[src/rtl/axi_sram_rd_slave.sv]
// AXI4 read-side slave front-end for a synchronous on-chip SRAM.
// Accepts one AR burst at a time. It issues one SRAM word read per beat,
// buffers the returned words in a 2-entry queue and presents them on the
// R channel.
//
// Ports:
//   clk, rst            clock, asynchronous active-low reset
//   ar*_i / arready_o   read address channel (arsize_i ignored, 4-byte beats)
//   r*_o / rready_i     read data channel (rresp_o always OKAY)
//   sram_ceb_o          SRAM chip enable, active low, asserted on each issue
//   sram_web_o          SRAM write enable, active low, tied inactive
//   sram_a_o            SRAM word address, holds its last value between issues
//   sram_do_i           SRAM read data, valid the cycle after ceb=0
module axi_sram_rd_slave #(
  parameter int IDS_W   = 8,
  parameter int DATA_W  = 32,
  parameter int SRAM_AW = 14
) (
  input  logic               clk,
  input  logic               rst,
  input  logic [IDS_W-1:0]   arid_i,
  input  logic [31:0]        araddr_i,
  input  logic [3:0]         arlen_i,
  input  logic [2:0]         arsize_i,
  input  logic [1:0]         arburst_i,
  input  logic               arvalid_i,
  output logic               arready_o,
  output logic [IDS_W-1:0]   rid_o,
  output logic [DATA_W-1:0]  rdata_o,
  output logic [1:0]         rresp_o,
  output logic               rlast_o,
  output logic               rvalid_o,
  input  logic               rready_i,
  output logic               sram_ceb_o,
  output logic               sram_web_o,
  output logic [SRAM_AW-1:0] sram_a_o,
  input  logic [DATA_W-1:0]  sram_do_i
);

  typedef enum logic {S_IDLE, S_BURST} state_t;

  localparam logic [SRAM_AW-1:0] ADDR_ONE = SRAM_AW'(1);

  state_t               state_q;
  logic [IDS_W-1:0]     id_q;
  logic [SRAM_AW-1:0]   addr_q;       // word address of the next issue
  logic [SRAM_AW-1:0]   addr_d;
  logic [SRAM_AW-1:0]   a_q;          // address of the most recent issue
  logic [3:0]           len_q;
  logic [1:0]           burst_q;
  logic [4:0]           issued_q;     // 0..16 issues per burst
  logic                 inflight_q;   // an SRAM read returns this cycle
  logic [3:0]           inflight_idx_q;

  // 2-entry output queue, each entry carries its beat index for rlast
  logic [DATA_W-1:0]    data_q [2];
  logic [3:0]           idx_q  [2];
  logic                 wr_q;
  logic                 rd_q;
  logic [1:0]           count_q;
  logic [1:0]           count_d;

  logic                 pop;
  logic                 push;
  logic                 issue;
  logic [2:0]           occ;

  logic                 unused_bits;
  assign unused_bits = ^{arsize_i, araddr_i[31:SRAM_AW+2], araddr_i[1:0]};

  // Word-address step after an issue. WRAP only wraps for 2/4/8/16-beat
  // bursts; other lengths fall back to INCR, as does the reserved encoding.
  function automatic logic [SRAM_AW-1:0] next_addr(
    input logic [SRAM_AW-1:0] a,
    input logic [3:0]         len,
    input logic [1:0]         burst
  );
    logic [SRAM_AW-1:0] inc;
    logic [SRAM_AW-1:0] mask;
    inc  = a + ADDR_ONE;
    mask = {{(SRAM_AW-4){1'b0}}, len};
    case (burst)
      2'b00:   next_addr = a;
      2'b10: begin
        if (len == 4'd1 || len == 4'd3 || len == 4'd7 || len == 4'd15)
          next_addr = (a & ~mask) | (inc & mask);
        else
          next_addr = inc;
      end
      default: next_addr = inc;
    endcase
  endfunction

  assign pop  = (count_q != 2'd0) && rready_i;
  assign push = inflight_q;

  // Slots already committed (stored + returning) minus the one leaving now
  assign occ   = {1'b0, count_q} + {2'b00, inflight_q} - {2'b00, pop};
  assign issue = (state_q == S_BURST) &&
                 (issued_q < ({1'b0, len_q} + 5'd1)) &&
                 (occ < 3'd2);

  assign addr_d = next_addr(addr_q, len_q, burst_q);

  always_comb begin
    count_d = count_q;
    case ({push, pop})
      2'b10:   count_d = count_q + 2'd1;
      2'b01:   count_d = count_q - 2'd1;
      default: count_d = count_q;
    endcase
  end

  assign arready_o  = (state_q == S_IDLE);
  assign rvalid_o   = (count_q != 2'd0);
  assign rdata_o    = data_q[rd_q];
  assign rlast_o    = (count_q != 2'd0) && (idx_q[rd_q] == len_q);
  assign rid_o      = id_q;
  assign rresp_o    = 2'b00;
  assign sram_ceb_o = ~issue;
  assign sram_web_o = 1'b1;
  assign sram_a_o   = issue ? addr_q : a_q;

  always_ff @(posedge clk or negedge rst) begin
    if (!rst) begin
      state_q        <= S_IDLE;
      id_q           <= '0;
      addr_q         <= '0;
      a_q            <= '0;
      len_q          <= '0;
      burst_q        <= '0;
      issued_q       <= '0;
      inflight_q     <= 1'b0;
      inflight_idx_q <= '0;
      data_q[0]      <= '0;
      data_q[1]      <= '0;
      idx_q[0]       <= '0;
      idx_q[1]       <= '0;
      wr_q           <= 1'b0;
      rd_q           <= 1'b0;
      count_q        <= '0;
    end else begin
      case (state_q)
        S_IDLE: begin
          if (arvalid_i) begin
            id_q     <= arid_i;
            addr_q   <= araddr_i[SRAM_AW+1:2];
            len_q    <= arlen_i;
            burst_q  <= arburst_i;
            issued_q <= '0;
            state_q  <= S_BURST;
          end
        end
        S_BURST: begin
          if (pop && rlast_o) state_q <= S_IDLE;
        end
        default: state_q <= S_IDLE;
      endcase

      // Issue stage: address advance and tagging of the returning read
      if (issue) begin
        addr_q         <= addr_d;
        a_q            <= addr_q;
        issued_q       <= issued_q + 5'd1;
        inflight_idx_q <= issued_q[3:0];
      end
      inflight_q <= issue;

      // Capture stage: SRAM data lands in the queue one cycle after issue
      if (push) begin
        data_q[wr_q] <= sram_do_i;
        idx_q[wr_q]  <= inflight_idx_q;
        wr_q         <= ~wr_q;
      end
      if (pop) rd_q <= ~rd_q;
      count_q <= count_d;
    end
  end

endmodule

[config.mk]
export PLATFORM = sky130hd
export DESIGN_NAME = axi_sram_rd_slave
export DESIGN_NICKNAME = d
export VERILOG_FILES = /design/src/rtl/axi_sram_rd_slave.sv
export SDC_FILE = /design/constraint.sdc
export NUM_CORES = 1
export LEC_CHECK = 0
export BUFFER_PORTS_ARGS = -buffer_cell sky130_fd_sc_hd__clkbuf_2
export CAP_MARGIN = 15
export CORE_UTILIZATION = 42
export CTS_BUF_LIST = sky130_fd_sc_hd__clkbuf_16
export CTS_CLUSTER_DIAMETER = 120
export DETAILED_ROUTE_END_ITERATION = 10
export PLACE_DENSITY = 0.68
export SLEW_MARGIN = 40
export SYNTH_ARGS = -nofsm -noshare
export SYNTH_HDL_FRONTEND = slang
export SYNTH_SLANG_ARGS = --single-unit
[constraint.sdc]
create_clock -name clk -period 3 [get_ports clk]
set_input_delay 0.3 -clock clk [delete_from_list [all_inputs] [get_ports clk]]
set_output_delay 0.3 -clock clk [all_outputs]
set_load 0.03 [all_outputs]
# Word-level counts from Yosys, hierarchy flattened

Cells that the tools add are included.

Bits in registers: 129
Word-level logic and storage cells: 89
Output and inout bits: 61

$lt $le $gt $ge: 5
Reduce and logical (&&, ||, !) cells: 16
Add/sub/neg operators: 7
Eq/ne operators: 10
Bitwise logic cells: 10
Muxes and demuxes: 25

Operator list:

| operator                | number |
|---|---|
| $mux W32                | 4 |
| $mux W14                | 5 |
| $bwmux W64              | 1 |
| $demux W32 S1           | 1 |
| $pmux W14 S2            | 1 |
| $mux W4                 | 4 |
| $mux W5                 | 3 |
| $add A14 B1 Y14 const B | 1 |
| $and A14 B14 Y14        | 1 |
| $and A14 B4 Y14         | 1 |
| $not A4 Y14             | 1 |
| $or A14 B14 Y14         | 1 |
| $bwmux W8               | 1 |
| $logic_and A1 B1 Y1     | 6 |
| $reduce_bool A2 Y1      | 3 |
| $add A4 B1 Y5 const B   | 1 |
| $add A5 B1 Y5 const B   | 1 |
| $lt A5 B5 Y1            | 1 |
| $demux W4 S1            | 1 |
| $eq A2 B2 Y1 const B    | 2 |
| $eq A4 B1 Y1 const B    | 1 |
| $eq A4 B2 Y1 const B    | 1 |
| $eq A4 B3 Y1 const B    | 1 |
| $eq A4 B4 Y1            | 1 |
| other kinds (20)        | 29 |

# Longest topological paths before layout

Word-level depth: 9
Gate-level depth with buffers: 13

# Least setup slack after synthesis

No wires, ideal clock.

Path kind: register -> output
From: register count_q[1]
To: output port sram_a_o[12]
Arrival time: 3.076 ns
Cell stages (with the launch flop): 12
Required time: 2.700 ns
Path slack: -0.376 ns
Cell sequence: dfrtp_1 nand2_1 nor2_1 a21oi_1 nand2b_1 fa_1 xor2_1 a2111o_1 nor2_4 inv_2 clkbuf_1 o21ai_0

Cells in the longest elaborated chain, start to end: 6

Ends and longest elaborated chain:

| item                                                  | line | source |
|---|---|---|
| start: declaration                                    | 60   | `logic [1:0] count_q;` |
| start signal: assignment                              | 176  | `count_q <= count_d;` |
| branches (longest 2 deep; another with $add A2 B1 Y3) | -    |  |
| $sub A3 B1 Y3 (*)                                     | 98   | `assign occ = {1'b0, count_q} + {2'b00, inflight_q} - {2'b00, pop};` |
| $lt A3 B2 Y1 (*)                                      | 101  | `(occ < 3'd2);` |
| $logic_and A1 B1 Y1 (*)                               | 100  | `(issued_q < ({1'b0, len_q} + 5'd1)) &&` |
| $mux W14 (*)                                          | -    |  |
| end: declaration                                      | 36   | `output logic [SRAM_AW-1:0] sram_a_o,` |

Mark *: on every way between the ends.

# Worst setup path after layout

From: register count_q[0]
To: output port sram_a_o[12]

Same word-level chain as after synthesis.

==> reports/metrics.csv <==
metric,value,unit
drtIter0Drc,192,
path_common_cell,nor2_4,
synth_edf_count,0,
r2r-end,addr_q[0],
violations,setup timing,
grt_usage,20.1,%
syn_area_per_cell,11.3,µm²
diodes,0,
crit_path_cell_trace,nor2_4 -> a21oi_2 -> nand2b_4 -> fa_1 -> nand2_1 -> a2111o_1 -> nor2_4 -> buf_12 -> clkinv_16 -> o21ai_4 -> buf_8,
cts_root_buf,clkbuf_16,
routedWlPerCell,16.4,µm
io_buffer_count,121,
dp.final_hpwl,9340,µm
crit_path_start_kind,register,
ant_nets,0,
via_per_inst,5.27,
cts_inserted_buffers,17,
ys_seq_area_share,53.4,%
grt_pass1_vias,4752,
min_path_cells,3,
fin_cells,877,
synthTopCellsByArea,"dfrtp_1 (53%), mux2_2 (19%), nand2_1 (6.3%)",
wirelength,14400,µm
ff2ff_setup_slack,70,ps
path_class,register to output pin,
fp.dieH,122,µm
crit_required,2700,ps
clock_path_buffers,2,
yosysWarningCount,0,
max_clock_freq,314,MHz
grt_max_degree,61,
worst_pin_slew,732,ps
slowest_stage,fa_1,
fin_crit_sh,106,%
setup_slack,-180,ps
synth_cell_types,54,
rr_worst_depth,14,
place_area,6940,µm²
min_to,len_q[0],
endpoint_kind,output pin,
r2r-start,count_q[0],
gp_congestion,0.861,
hold_class,primary input to register,
synth_top_area_share,53.4,%
crit_arrival,2880,ps
hold_viol,0,
cp_max_fo,8,
cts_sinks,129,
rows,43,
slew_violations,0,
async_reset_ff_share,100,%
insertion_delay,410,ps
drv_cap,0,
grt_pass1_wl,23200,µm
num_vias,4618,
die-width,122,µm
drive_above_1_share,48.4,%
synthToLayoutAreaGrowth,34.8,%
ys_ff_latch,129,
synth_flop_cell,dfrtp_1,
grt_remaining_overflow,0,
final_util,58.3,%
dr.pass1.iters,4,
drc_errors,0,
post-place-cells,824,
tritoncts,yes,
start_util,43.2,%
synth_area_leader_cell,dfrtp_1,
rsz0062_at_grt,yes,
h-tree-depth,4,
setup_violations,15,
io_pins,146,
setup-tns-final,-1990,ps
antenna_found_initial,0,
status,finished with violations,
fin_skew,7.27,ps
syn_inst,534,
period_needed,3180,ps
syn_area,6050,µm²
worst_path_largest_cell_delay,480,ps
relSlewSlack,51.2,%
synth_most_common_cell,dfrtp_1,
nets,778,
synthTopCellsByCount,"dfrtp_1 (129), mux2_2 (104), nand2_1 (102)",
clk_pin_slew,60,ps
die-area,14900,µm²
min-delay-start,arlen_i[0],
coreArea,14000,µm²
fin_area,8150,µm²
==> layout by cell type (no fill, tap or decap), types with 8 or more instances in the layout <==
cell and n:
nand3_1 10, buf_8 13, mux2_2 104, nand2_2 20
clkbuf_16 17, a21oi_1 14, nand2_1 78, ha_1 8
dfrtp_1 129, clkbuf_2 105, inv_1 14, nor2_1 13
a211oi_1 10, buf_4 29, o21ai_0 16
==> cell type report <==
| type | count | area, µm² |
|---|---|---|
| clock buffer | 17 | 425 |
| timing repair inverter | 2 | 31.3 |
| tap | 180 | 225 |
| multi-input combinational | 364 | 2840 |
| inverter | 13 | 75.1 |
| fill | 1168 | 5830 |
| sequential | 129 | 3230 |
| clock inverter | 15 | 239 |
| timing repair buffer | 157 | 1090 |
==> state kept, by name, indices dropped and copies added (netlist names), named ones only <==
name	flops
a_q	14
addr_q	11
burst_q	2
count_q	2
data_q	64
idx_q	8
inflight_idx_q	4
inflight_q	1
issued_q	5
len_q	4
rd_q	1
rid_o	8
state_q	1
wr_q	1
==> worst max-delay path by stage <==
| stage | cells past startpoint | slack (ps) | start | end |
|---|---|---|---|---|
| final | 11 | -180 | count_q[0] | sram_a_o[12] |
| after global routing | 11 | -270 | count_q[0] | sram_a_o[12] |
| after CTS | 13 | -160 | count_q[1] | sram_a_o[3] |
| after detailed placement | 12 | -30 | rready_i | addr_q[5] |
| after global placement | 12 | 80 | rready_i | addr_q[5] |
| after floorplan | 11 | -120 | count_q[1] | sram_a_o[12] |
==> repair_timing <==
| action | 4_1_cts | 5_1_grt |
|---|---|---|
| cloned | 2 | 1 |
| setup endpoints to repair | 15 | 18 |
| gates resized for setup | 66 | 29 |
| hold buffers | 1 | 0 |
| buffers inserted | 12 | 7 |
| endpoints found under the hold margin | 58 | 0 |
| pin swaps | 4 | 9 |
==> cell families after synthesis <==
family,after synthesis,synth area share [%]
AO/OA/AOI/OAI,72,8.03
XOR/XNOR,10,1.45
adder cells (fa/ha/maj),9,1.99
buffers and inverters,42,2.86
flip-flops,129,53.4
multiplexers,110,20.4
other,2,0.124
AND/OR/NAND/NOR,160,11.8
==> through the flow <==
stage | setup slack (ps) | hold slack [ps]
after global routing | -269 | 73.3
final | -180 | 72.9
after detailed placement | -33.9 | 427
after floorplan | -117 | 4.41
after CTS | -156 | 54.9
after global placement | 80.6 | 409
==> worst max-delay path, delay by kind of cell (launching register included) <==
kind	cells	cell delay [ps]
flops	1	420
compound gates	3	640
buf+inv	3	410
fa+ha+maj	1	480
simple gates	4	500
==> routing by layer <==
| layer | vias up | GRT usage, % | wire, µm |
|---|---|---|---|
| met3 | 24 | 5.01 | 765 |
| met5 | - | 0 | 0 |
| met1 | 2282 | 25.4 | 6090 |
| li1 | 2173 | - | - |
| met4 | 0 | 8.18 | 292 |
| met2 | 139 | 32.7 | 7260 |
Power is not shown: default switching activity piles up to over one toggle a cycle in this logic, so the estimate is an artifact.
